### config.mk
export PLATFORM = sky130hd
export DESIGN_NAME = sample_packer
export DESIGN_NICKNAME = d
export VERILOG_FILES = /design/src/rtl/sample_packer_pkg.sv /design/src/rtl/sample_packer_select.sv /design/src/rtl/sample_packer.sv
export SDC_FILE = /design/constraint.sdc
export NUM_CORES = 1
export LEC_CHECK = 0
export ABC_AREA = 1
export BUFFER_PORTS_ARGS = -buffer_cell sky130_fd_sc_hd__buf_4
export CAP_MARGIN = 20
export CORE_MARGIN = 3
export CORE_UTILIZATION = 49
export CTS_BUF_LIST = sky130_fd_sc_hd__clkbuf_4 sky130_fd_sc_hd__clkbuf_8
export DETAILED_ROUTE_END_ITERATION = 10
export GPL_ROUTABILITY_DRIVEN = 0
export HOLD_SLACK_MARGIN = 0.06
export PLACE_DENSITY = 0.75
export SLEW_MARGIN = 5
export SYNTH_ARGS = -nofsm -noshare
export SYNTH_HDL_FRONTEND = slang
export SYNTH_HIERARCHICAL = 1
export SYNTH_SLANG_ARGS = --single-unit
### constraint.sdc
create_clock -name clk -period 4.2 [get_ports clk]
set_clock_uncertainty 0.1 [all_clocks]
set_input_delay 0.21 -clock clk [delete_from_list [all_inputs] [get_ports clk]]
set_output_delay 0.21 -clock clk [all_outputs]
set_load 0.01 [all_outputs]
### src/rtl/sample_packer_pkg.sv
// Constants and helpers shared by the I/Q sample packer and its channel selector.
package sample_packer_pkg;

  localparam logic [1:0] MODE_1CH = 2'd0;
  localparam logic [1:0] MODE_2CH = 2'd1;
  localparam logic [1:0] MODE_3CH = 2'd2;

  localparam int WORD_W   = 16;
  localparam int ACC_W    = 28;
  localparam int SAMPLE_W = 12;
  localparam int FILL_W   = 4;
  localparam int SUM_W    = 5;

  // Mode 3 is reserved and behaves exactly like the three-channel mode.
  function automatic logic [1:0] norm_mode(input logic [1:0] mode);
    return (mode == 2'd3) ? MODE_3CH : mode;
  endfunction

  function automatic logic [3:0] bits_per_sample(input logic [1:0] mode);
    case (norm_mode(mode))
      MODE_1CH: return 4'd4;
      MODE_2CH: return 4'd8;
      default:  return 4'd12;
    endcase
  endfunction

endpackage

### src/rtl/sample_packer_select.sv
// Channel selector: builds a left-justified sample (ch1_i first) truncated to the
// active mode, optionally substituting a test-pattern value into every field.
module sample_select #(
  parameter int NCH = 3,
  parameter int SW  = 2
) (
  input  logic [1:0]                            active_mode,
  input  logic [NCH*SW-1:0]                     in_i,
  input  logic [NCH*SW-1:0]                     in_q,
  input  logic                                  use_pattern,
  input  logic [SW-1:0]                         pattern,
  output logic [sample_packer_pkg::SAMPLE_W-1:0] sample,
  output logic [3:0]                            bits
);
  import sample_packer_pkg::*;

  logic [SAMPLE_W-1:0] full;
  logic [SAMPLE_W-1:0] keep;

  always_comb begin
    full = '0;
    for (int c = 0; c < NCH; c++) begin
      full[SAMPLE_W-1-2*SW*c -: SW]    = use_pattern ? pattern : in_i[c*SW +: SW];
      full[SAMPLE_W-1-2*SW*c-SW -: SW] = use_pattern ? pattern : in_q[c*SW +: SW];
    end
    bits   = bits_per_sample(active_mode);
    // Fields belonging to channels beyond the active mode are zeroed.
    keep   = ~({SAMPLE_W{1'b1}} >> bits);
    sample = full & keep;
  end

endmodule

### src/rtl/sample_packer.sv
// Packs 1..3 channels of 2-bit I/Q fields MSB-first into 16-bit words with a strobe.
// Optional build macro SAMPLE_PACKER_TEST_PATTERN_EN adds a per-sample counting test pattern.
module sample_packer #(
  parameter int NCH    = 3,
  parameter int SW     = 2,
  parameter int WORD_W = sample_packer_pkg::WORD_W
) (
  input  logic              clk,
  input  logic              reset_n,
  input  logic [NCH*SW-1:0] in_i,
  input  logic [NCH*SW-1:0] in_q,
  input  logic              in_valid,
  input  logic              enable,
  input  logic [1:0]        mode,
  input  logic              test_pattern,
  output logic [WORD_W-1:0] out_data,
  output logic              out_en,
  output logic              sync,
  output logic [15:0]       word_count
);
  import sample_packer_pkg::*;

  logic [ACC_W-1:0]    acc_q;
  logic [ACC_W-1:0]    acc_next;
  logic [FILL_W-1:0]   fill_q;
  logic [SUM_W-1:0]    fill_sum;
  logic [1:0]          active_mode_q;
  logic [1:0]          mode_norm;
  logic                enable_q;
  logic                resync;
  logic                rise;
  logic                take;
  logic                word_done;
  logic [SAMPLE_W-1:0] sample_lj;
  logic [3:0]          bits;
  logic [3:0]          rshift;
  logic [WORD_W-1:0]   word_p0;
  logic [WORD_W-1:0]   data_p1;
  logic                vld_p1;
  logic                sync_p1;
  logic [15:0]         word_cnt_q;
  logic                use_pattern;
  logic [SW-1:0]       pattern;

`ifdef SAMPLE_PACKER_TEST_PATTERN_EN
  logic [SW-1:0] pattern_q;

  always_ff @(posedge clk) begin
    if (!reset_n) begin
      pattern_q <= '0;
    end else if (enable && resync) begin
      pattern_q <= '0;
    end else if (take) begin
      pattern_q <= pattern_q + SW'(1);
    end
  end

  assign use_pattern = test_pattern;
  assign pattern     = pattern_q;
`else
  logic unused_test_pattern;
  assign unused_test_pattern = test_pattern;
  assign use_pattern         = 1'b0;
  assign pattern             = '0;
`endif

  sample_select #(
    .NCH (NCH),
    .SW  (SW)
  ) u_select (
    .active_mode (active_mode_q),
    .in_i        (in_i),
    .in_q        (in_q),
    .use_pattern (use_pattern),
    .pattern     (pattern),
    .sample      (sample_lj),
    .bits        (bits)
  );

  // Stage p0: append the sample to the accumulator and extract a completed word.
  always_comb begin
    mode_norm = norm_mode(mode);
    resync    = (mode_norm != active_mode_q);
    rise      = !enable_q;
    take      = enable && !resync && in_valid;
    rshift    = 4'(SAMPLE_W) - bits;
    acc_next  = (acc_q << bits) | ACC_W'(sample_lj >> rshift);
    fill_sum  = {1'b0, fill_q} + {1'b0, bits};
    word_done = (fill_sum >= SUM_W'(WORD_W));
    // The oldest WORD_W of the fill_sum live bits sit just below bit fill_sum.
    word_p0   = WORD_W'(acc_next >> (fill_sum - SUM_W'(WORD_W)));
  end

  // Stage p1: registered word, strobe, restart pulse and word counter.
  always_ff @(posedge clk) begin
    if (!reset_n) begin
      acc_q         <= '0;
      fill_q        <= '0;
      active_mode_q <= MODE_2CH;
      enable_q      <= 1'b0;
      data_p1       <= '0;
      vld_p1        <= 1'b0;
      sync_p1       <= 1'b0;
      word_cnt_q    <= '0;
    end else begin
      enable_q <= enable;
      vld_p1   <= 1'b0;
      sync_p1  <= 1'b0;
      if (!enable) begin
        fill_q <= '0;
      end else if (resync) begin
        // Partial bits are abandoned; the next word starts from a fresh sample.
        fill_q        <= '0;
        acc_q         <= '0;
        active_mode_q <= mode_norm;
        sync_p1       <= 1'b1;
      end else begin
        sync_p1 <= rise;
        if (in_valid) begin
          acc_q <= acc_next;
          if (word_done) begin
            fill_q     <= FILL_W'(fill_sum - SUM_W'(WORD_W));
            data_p1    <= word_p0;
            vld_p1     <= 1'b1;
            word_cnt_q <= word_cnt_q + 16'd1;
          end else begin
            fill_q <= fill_sum[FILL_W-1:0];
          end
        end
      end
    end
  end

  assign out_data   = data_p1;
  assign out_en     = vld_p1;
  assign sync       = sync_p1;
  assign word_count = word_cnt_q;

endmodule

# Word level (Yosys, flattened, before mapping)

Index checks and enable logic that the tools add are counted.

Muxes and demuxes: 8
Reductions and logical operators: 9
Bitwise operators: 7
$lt $le $gt $ge: 1
Add/subtract/negate cells: 4
Shift-type cells: 4
Equality and inequality tests: 4

Operator list:

| kind                                               | count |
|---|---|
| two-way mux 28 bit                                 | 2 |
| OR 28 bit                                          | 1 |
| << shifter 28 x 4 -> 28 bit                        | 1 |
| right shift 12 x 4 -> 28 bit                       | 1 |
| right shift 28 x 5 -> 16 bit                       | 1 |
| adder 16 x 1 -> 16 bit, second input constant      | 1 |
| AND 12 bit                                         | 1 |
| NOT 12 bit                                         | 1 |
| right shift 12 x 4 -> 12 bit, first input constant | 1 |
| one-hot mux 4 bit (2 select lines)                 | 1 |
| AND reduction 2 bit                                | 3 |
| adder 4 x 4 -> 5 bit                               | 1 |
| >= comparator 5 bit, second input constant         | 1 |
| subtractor 5 bit, second input constant            | 1 |
| == test 2 bit, second input constant               | 2 |
| two-way mux 2 bit                                  | 2 |
| two-way mux 4 bit                                  | 1 |
| NOT 1 bit                                          | 4 |
| AND reduction 4 bit                                | 1 |
| OR reduction 4 bit                                 | 1 |
| subtractor 4 bit, first input constant             | 1 |
| OR reduction 3 bit                                 | 1 |
| == test 2 x 1 -> 1 bit, second input constant      | 1 |
| zero test 2 bit                                    | 1 |
| 4 further kinds                                    | 5 |

Word-level logic and storage cells: 45
Flip-flop bits (word level): 69
Output and inout bits: 34
Input port bits: 19

# Logic depth before layout (Yosys ltp)

Word-level depth: 11
Gate-level depth with buffers: 21
Mapped depth without buffers: 19

# By module

The synthesis kept the hierarchy.

Modules (own cells, without submodules):

| module        | cells an instance | seq. area each (um^2) | area each (um^2) | times used |
|---|---|---|---|---|
| sample_packer | 985               | 1381.3                | 5675.4           | 1 |
| sample_select | 35                | 0.0                   | 156.4            | 1 |

# Worst setup path before layout

OpenSTA, ideal clock, no wires.

Kind: reg-to-reg
Start point: register active_mode_q[0]
End point: register word_cnt_q[14] (netlist: word_count[14])
Period minus slack after synthesis: 2.353 ns
Data required time: 3.985 ns
Stages on the path, launching flop included: 15
Setup slack: 1.847 ns
Path buffers: 0
Setup time: 0.115 ns
Data arrival time: 2.138 ns
Path through: dfxtp_1 -> nor2_1 -> inv_1 -> ha_1 -> inv_1 -> o21bai_1 -> a31oi_1 -> inv_1 -> nand2_4 -> clkinv_2 -> nand3_2 -> or2_1 -> nor2_1 -> a21oi_1 -> o21a_1

Longest elaborated chain between the ends: 7
Elaborated cells on any way between the ends: 10
Classes of those cells: add/sub (1); order compare (1); eq/ne (3); mux (2); bitwise (1); reduce/logical (2)

Ends and longest elaborated chain:

| what                                                             | RTL line                | RTL |
|---|---|---|
| start, declared                                                  | sample_packer.sv:27     | `logic [1:0] active_mode_q;` |
| start signal, assigned                                           | sample_packer.sv:115    | `active_mode_q <= mode_norm;` |
| == test 2 bit                                                    | sample_packer_pkg.sv:16 | `return (mode == 2'd3) ? MODE_3CH : mode;` |
| two-way mux 2 bit (*)                                            | sample_packer_pkg.sv:16 |  |
| == test 2 x 1 -> 1 bit / zero test 2 bit (equally long branches) | sample_packer_pkg.sv:20 | `case (norm_mode(mode))` |
| one-hot mux 4 bit (2 select lines) (*)                           | sample_packer_pkg.sv:20 |  |
| net bits[3]                                                      | sample_packer.sv:35     | `logic [3:0] bits;` |
| adder 4 x 4 -> 5 bit (*)                                         | sample_packer.sv:88     | `fill_sum = {1'b0, fill_q} + {1'b0, bits};` |
| >= comparator 5 bit (*)                                          | sample_packer.sv:89     | `word_done = (fill_sum >= SUM_W'(WORD_W));` |
| AND reduction 4 bit (no line) (*)                                | n/a                     |  |
| end signal, assigned                                             | sample_packer.sv:125    | `word_cnt_q <= word_cnt_q + 16'd1;` |
| end, declared                                                    | sample_packer.sv:41     | `logic [15:0] word_cnt_q;` |

The timed path passes the listed nets; every way through them passes the cells marked *.
A chain may end at the register's enable or synchronous reset.

# Worst setup path after layout

Start point: register active_mode_q[1]
End point: register data_p1[5] (netlist: out_data[5])

Longest elaborated chain between the ends: 10
Elaborated cells on any way between the ends: 19
Classes of those cells: add/sub (3); order compare (1); eq/ne (3); shift (4); mux (2); bitwise (4); reduce/logical (2)

Ends and longest elaborated chain:

| what                                                             | RTL line                   | RTL |
|---|---|---|
| == test 2 bit                                                    | sample_packer_pkg.sv:16    |  |
| two-way mux 2 bit (*)                                            | sample_packer_pkg.sv:16    |  |
| == test 2 x 1 -> 1 bit / zero test 2 bit (equally long branches) | sample_packer_pkg.sv:20    |  |
| one-hot mux 4 bit (2 select lines) (*)                           | sample_packer_pkg.sv:20    |  |
| net bits[2]                                                      | sample_packer.sv:35        |  |
| right shift 12 x 4 -> 12 bit                                     | sample_packer_select.sv:28 | `keep = ~({SAMPLE_W{1'b1}} >> bits);` |
| NOT 12 bit                                                       | sample_packer_select.sv:28 |  |
| AND 12 bit                                                       | sample_packer_select.sv:29 | `sample = full & keep;` |
| right shift 12 x 4 -> 28 bit                                     | sample_packer.sv:87        | `acc_next = (acc_q << bits) \| ACC_W'(sample_lj >> rshift);` |
| OR 28 bit                                                        | sample_packer.sv:87        |  |
| right shift 28 x 5 -> 16 bit                                     | sample_packer.sv:91        | `word_p0 = WORD_W'(acc_next >> (fill_sum - SUM_W'(WORD_W)));` |
| end signal, assigned                                             | sample_packer.sv:123       | `data_p1 <= word_p0;` |
| end, declared                                                    | sample_packer.sv:38        | `logic [WORD_W-1:0] data_p1;` |

Marks and branches as above.

==> flow_summary.yaml <==
floorplanning:
  rows: 39
  core_area_um2: 11500
  dieArea_um2: 13200
  dieWidth_um: 115
  io_pins: 53
  initial_core_util: 0.506
  die_y_um: 115
finish:
  drive_gt1_frac: 0.0950
  syn2layout_area_growth_pct: 9.83
  fillers: 1242
  multi_input_area_um2: 3920
  n_antenna_cell: 0
  ff_latch_area_um2: 1380
  nets: 1063
cts:
  cts_buffers: 9
  cts_tree: "done"
  clk_pin_slew_ns: 0.08
  postCtsSetupBuffers: 0
  cts_buffer_depth: 2
  clk_latency_ns: 0.38
  cts-root-buf: "clkbuf_8"
  post_cts_resized: 0
  holdBufCountCts: 4
  htreeDepth: 3
  cts_sinks: 69
synthesis:
  synthCells: 1020
  avgSynthCellArea_um2: 5.72
  ys_types: 39
  async_reset_ff_frac: 0
  yosys_warnings: 6
  synth.cell_area_um2: 5830
  synth_ff_type: "dfxtp_1"
  synth_seq_area_share: 0.237
  synth-edff-count: 0
  ys_ff_latch: 69
setup_path:
  critical_path_class: "reg -> reg"
  reg2reg_to: "out_data[5]$_SDFFE_PN0P_"
  worst-path-max-fanout: 26
  worstPathArrival_ns: 3.18
  r2r_start: "active_mode_q[1]$_SDFFE_PN0P_"
  worstRegToRegCells: 11
  cp-end-kind: "register"
  r2r_slack_ns: 1.20
  startpoint_type: "register"
  required_ns: 4.38
global_routing:
  grt_pass1_vias: 5657
  grt_usage: 0.247
  grt_overflow: 0
  antenna_found_initial: 0
  grt_max_degree: 43
  grt_pass1_wl_um: 26900
timing:
  finalMaxSlewViolations: 0
  post-route-min-period_ns: 3.00
  final-setup-viol-count: 0
  whs_ns: 0.0837
  rsz0062_at_grt: "no"
  fin_crit_sh: 0.714
  slew_headroom: 0.352
  setup_tns_ns: 0
  tightest_slew_ns: 0.970
  finalHoldViolations: 0
  timing.fmax_mhz: 333
job:
  cap_viol_max_count: 0
power:
  leakagePower_nw: 2.93
  powerDensity_nw_per_um2: 305
  ir_worst_vdd_mv: 0.266
route:
  wl_per_cell_um: 13.7
  num_vias: 6623
  wirelength_um: 16300
  first_pass_iters: 5
  drc_errors: 0
  vias_per_cell: 5.59
  ant_nets: 0
  first_iter_violations: 518
worst_hold_path:
  min-delay-start: "mode[0]"
  min_to: "active_mode_q[0]$_SDFFE_PN1P_"
  hp-class: "in -> reg"
  hold_depth: 3
placement:
  port_buffers: 51
  dp_hpwl_um: 12000
run_status:
  status: "complete, no violations"
## synthesized netlist by cell type, drive strengths merged (3+ instances only)
library cell	number	area [µm²]
nor3	7	35.0
dfxtp	69	1380
a21oi	58	290
xnor2	3	33.8
nand3	339	1700
inv	52	198
buf	45	275
o21a	3	22.5
nand2	323	1230
ha	6	75.1
o21ai	19	95.1
clkbuf	17	63.8
xor2	4	57.6
nor2	58	250
## state kept, by name (all words and copies together), names as in the netlist
name	count
acc_q	28
active_mode_q	2
enable_q	1
fill_q	4
out_data	16
out_en	1
sync	1
word_count	16
## worst max path at each step
stage                                             start                          end  slack, ns  depth (start not counted)
after floorplan           active_mode_q[0]$_SDFFE_PN1P_  word_count[14]$_SDFFE_PN0P_       1.85                         14
after global placement    active_mode_q[1]$_SDFFE_PN0P_     out_data[4]$_SDFFE_PN0P_       1.27                         11
after detailed placement  active_mode_q[1]$_SDFFE_PN0P_     out_data[5]$_SDFFE_PN0P_       1.23                         11
after CTS                 active_mode_q[1]$_SDFFE_PN0P_     out_data[4]$_SDFFE_PN0P_       1.20                         11
after global routing      active_mode_q[1]$_SDFFE_PN0P_    out_data[13]$_SDFFE_PN0P_       0.88                         10
final                     active_mode_q[1]$_SDFFE_PN0P_     out_data[5]$_SDFFE_PN0P_       1.20                         11
## cell families after synthesis
| logic type | share of synthesized area |
|---|---|
| AO/OA/AOI/OAI | 0.0759 |
| XOR/XNOR | 0.0157 |
| adder cells (fa/ha/maj) | 0.0163 |
| buffers and inverters | 0.0935 |
| flip-flops | 0.237 |
| other | 0.00129 |
| AND/OR/NAND/NOR | 0.560 |
## routing by layer
layer / vias up / wire (µm) / global-route usage
li1: 3447 / - / -
met1: 2905 / 7810 / 0.356
met2: 257 / 6860 / 0.367
met3: 14 / 1420 / 0.0600
met4: 0 / 186 / 0.0689
met5: - / 0 / 0
## worst max-delay path, stage by stage (launching register included)
cell and delay, ns:
dfxtp_1 0.35, inv_1 0.13, nand2_1 0.36, ha_1 0.51
xnor2_1 0.16, clkinv_1 0.58, nand3_1 0.33, nand2_1 0.08
nand2_1 0.07, nand3_1 0.10, nand2_1 0.08, inv_1 0.04
## metrics by stage
| step | utilization | setup slack, ns | std cells | total power, mW | area [µm²] |
|---|---|---|---|---|---|
| after floorplan | - | 1.85 | 1025 | 1.20 | 5850 |
| after global placement | 0.532 | 1.27 | 1164 | 1.31 | 6130 |
| after detailed placement | 0.533 | 1.23 | 1165 | 1.32 | 6140 |
| after CTS | 0.556 | 1.20 | 1185 | 1.94 | 6400 |
| after global routing | 0.556 | 0.884 | 1185 | 2.08 | 6400 |
| final | 0.556 | 1.20 | 1185 | 1.96 | 6400 |
## report_power, final
group / total (mW) / switching, mW / internal [mW]
Combinational: 0.664 / 0.458 / 0.206
Clock: 0.623 / 0.273 / 0.350
Sequential: 0.668 / 0.00640 / 0.662
## final cells by class
cell class / instances / area share
clock buffer: 11 / 0.0217
clock inverter: 5 / 0.0133
inverter: 54 / 0.0322
multi-input combinational: 840 / 0.613
sequential: 69 / 0.216
tap: 143 / 0.0279
timing repair buffer: 63 / 0.0766
## cell usage in the layout, fill, tap and decap left out, types with 3 or more instances in the layout
| cell type | count |
|---|---|
| nand3_1 | 338 |
| nand2_1 | 318 |
| dfxtp_1 | 69 |
| a21oi_1 | 58 |
| buf_4 | 58 |
| nor2_1 | 53 |
| inv_1 | 45 |
| o21ai_0 | 18 |
| clkbuf_8 | 9 |
| nor3_1 | 7 |
| conb_1 | 7 |
| inv_2 | 6 |
| ha_1 | 6 |
| nand2_2 | 4 |
| nor2_4 | 4 |
| dlygate4sd3_1 | 4 |
| xor2_2 | 3 |
| o21a_1 | 3 |
No activity file was read; power rests on OpenSTA's default activity.
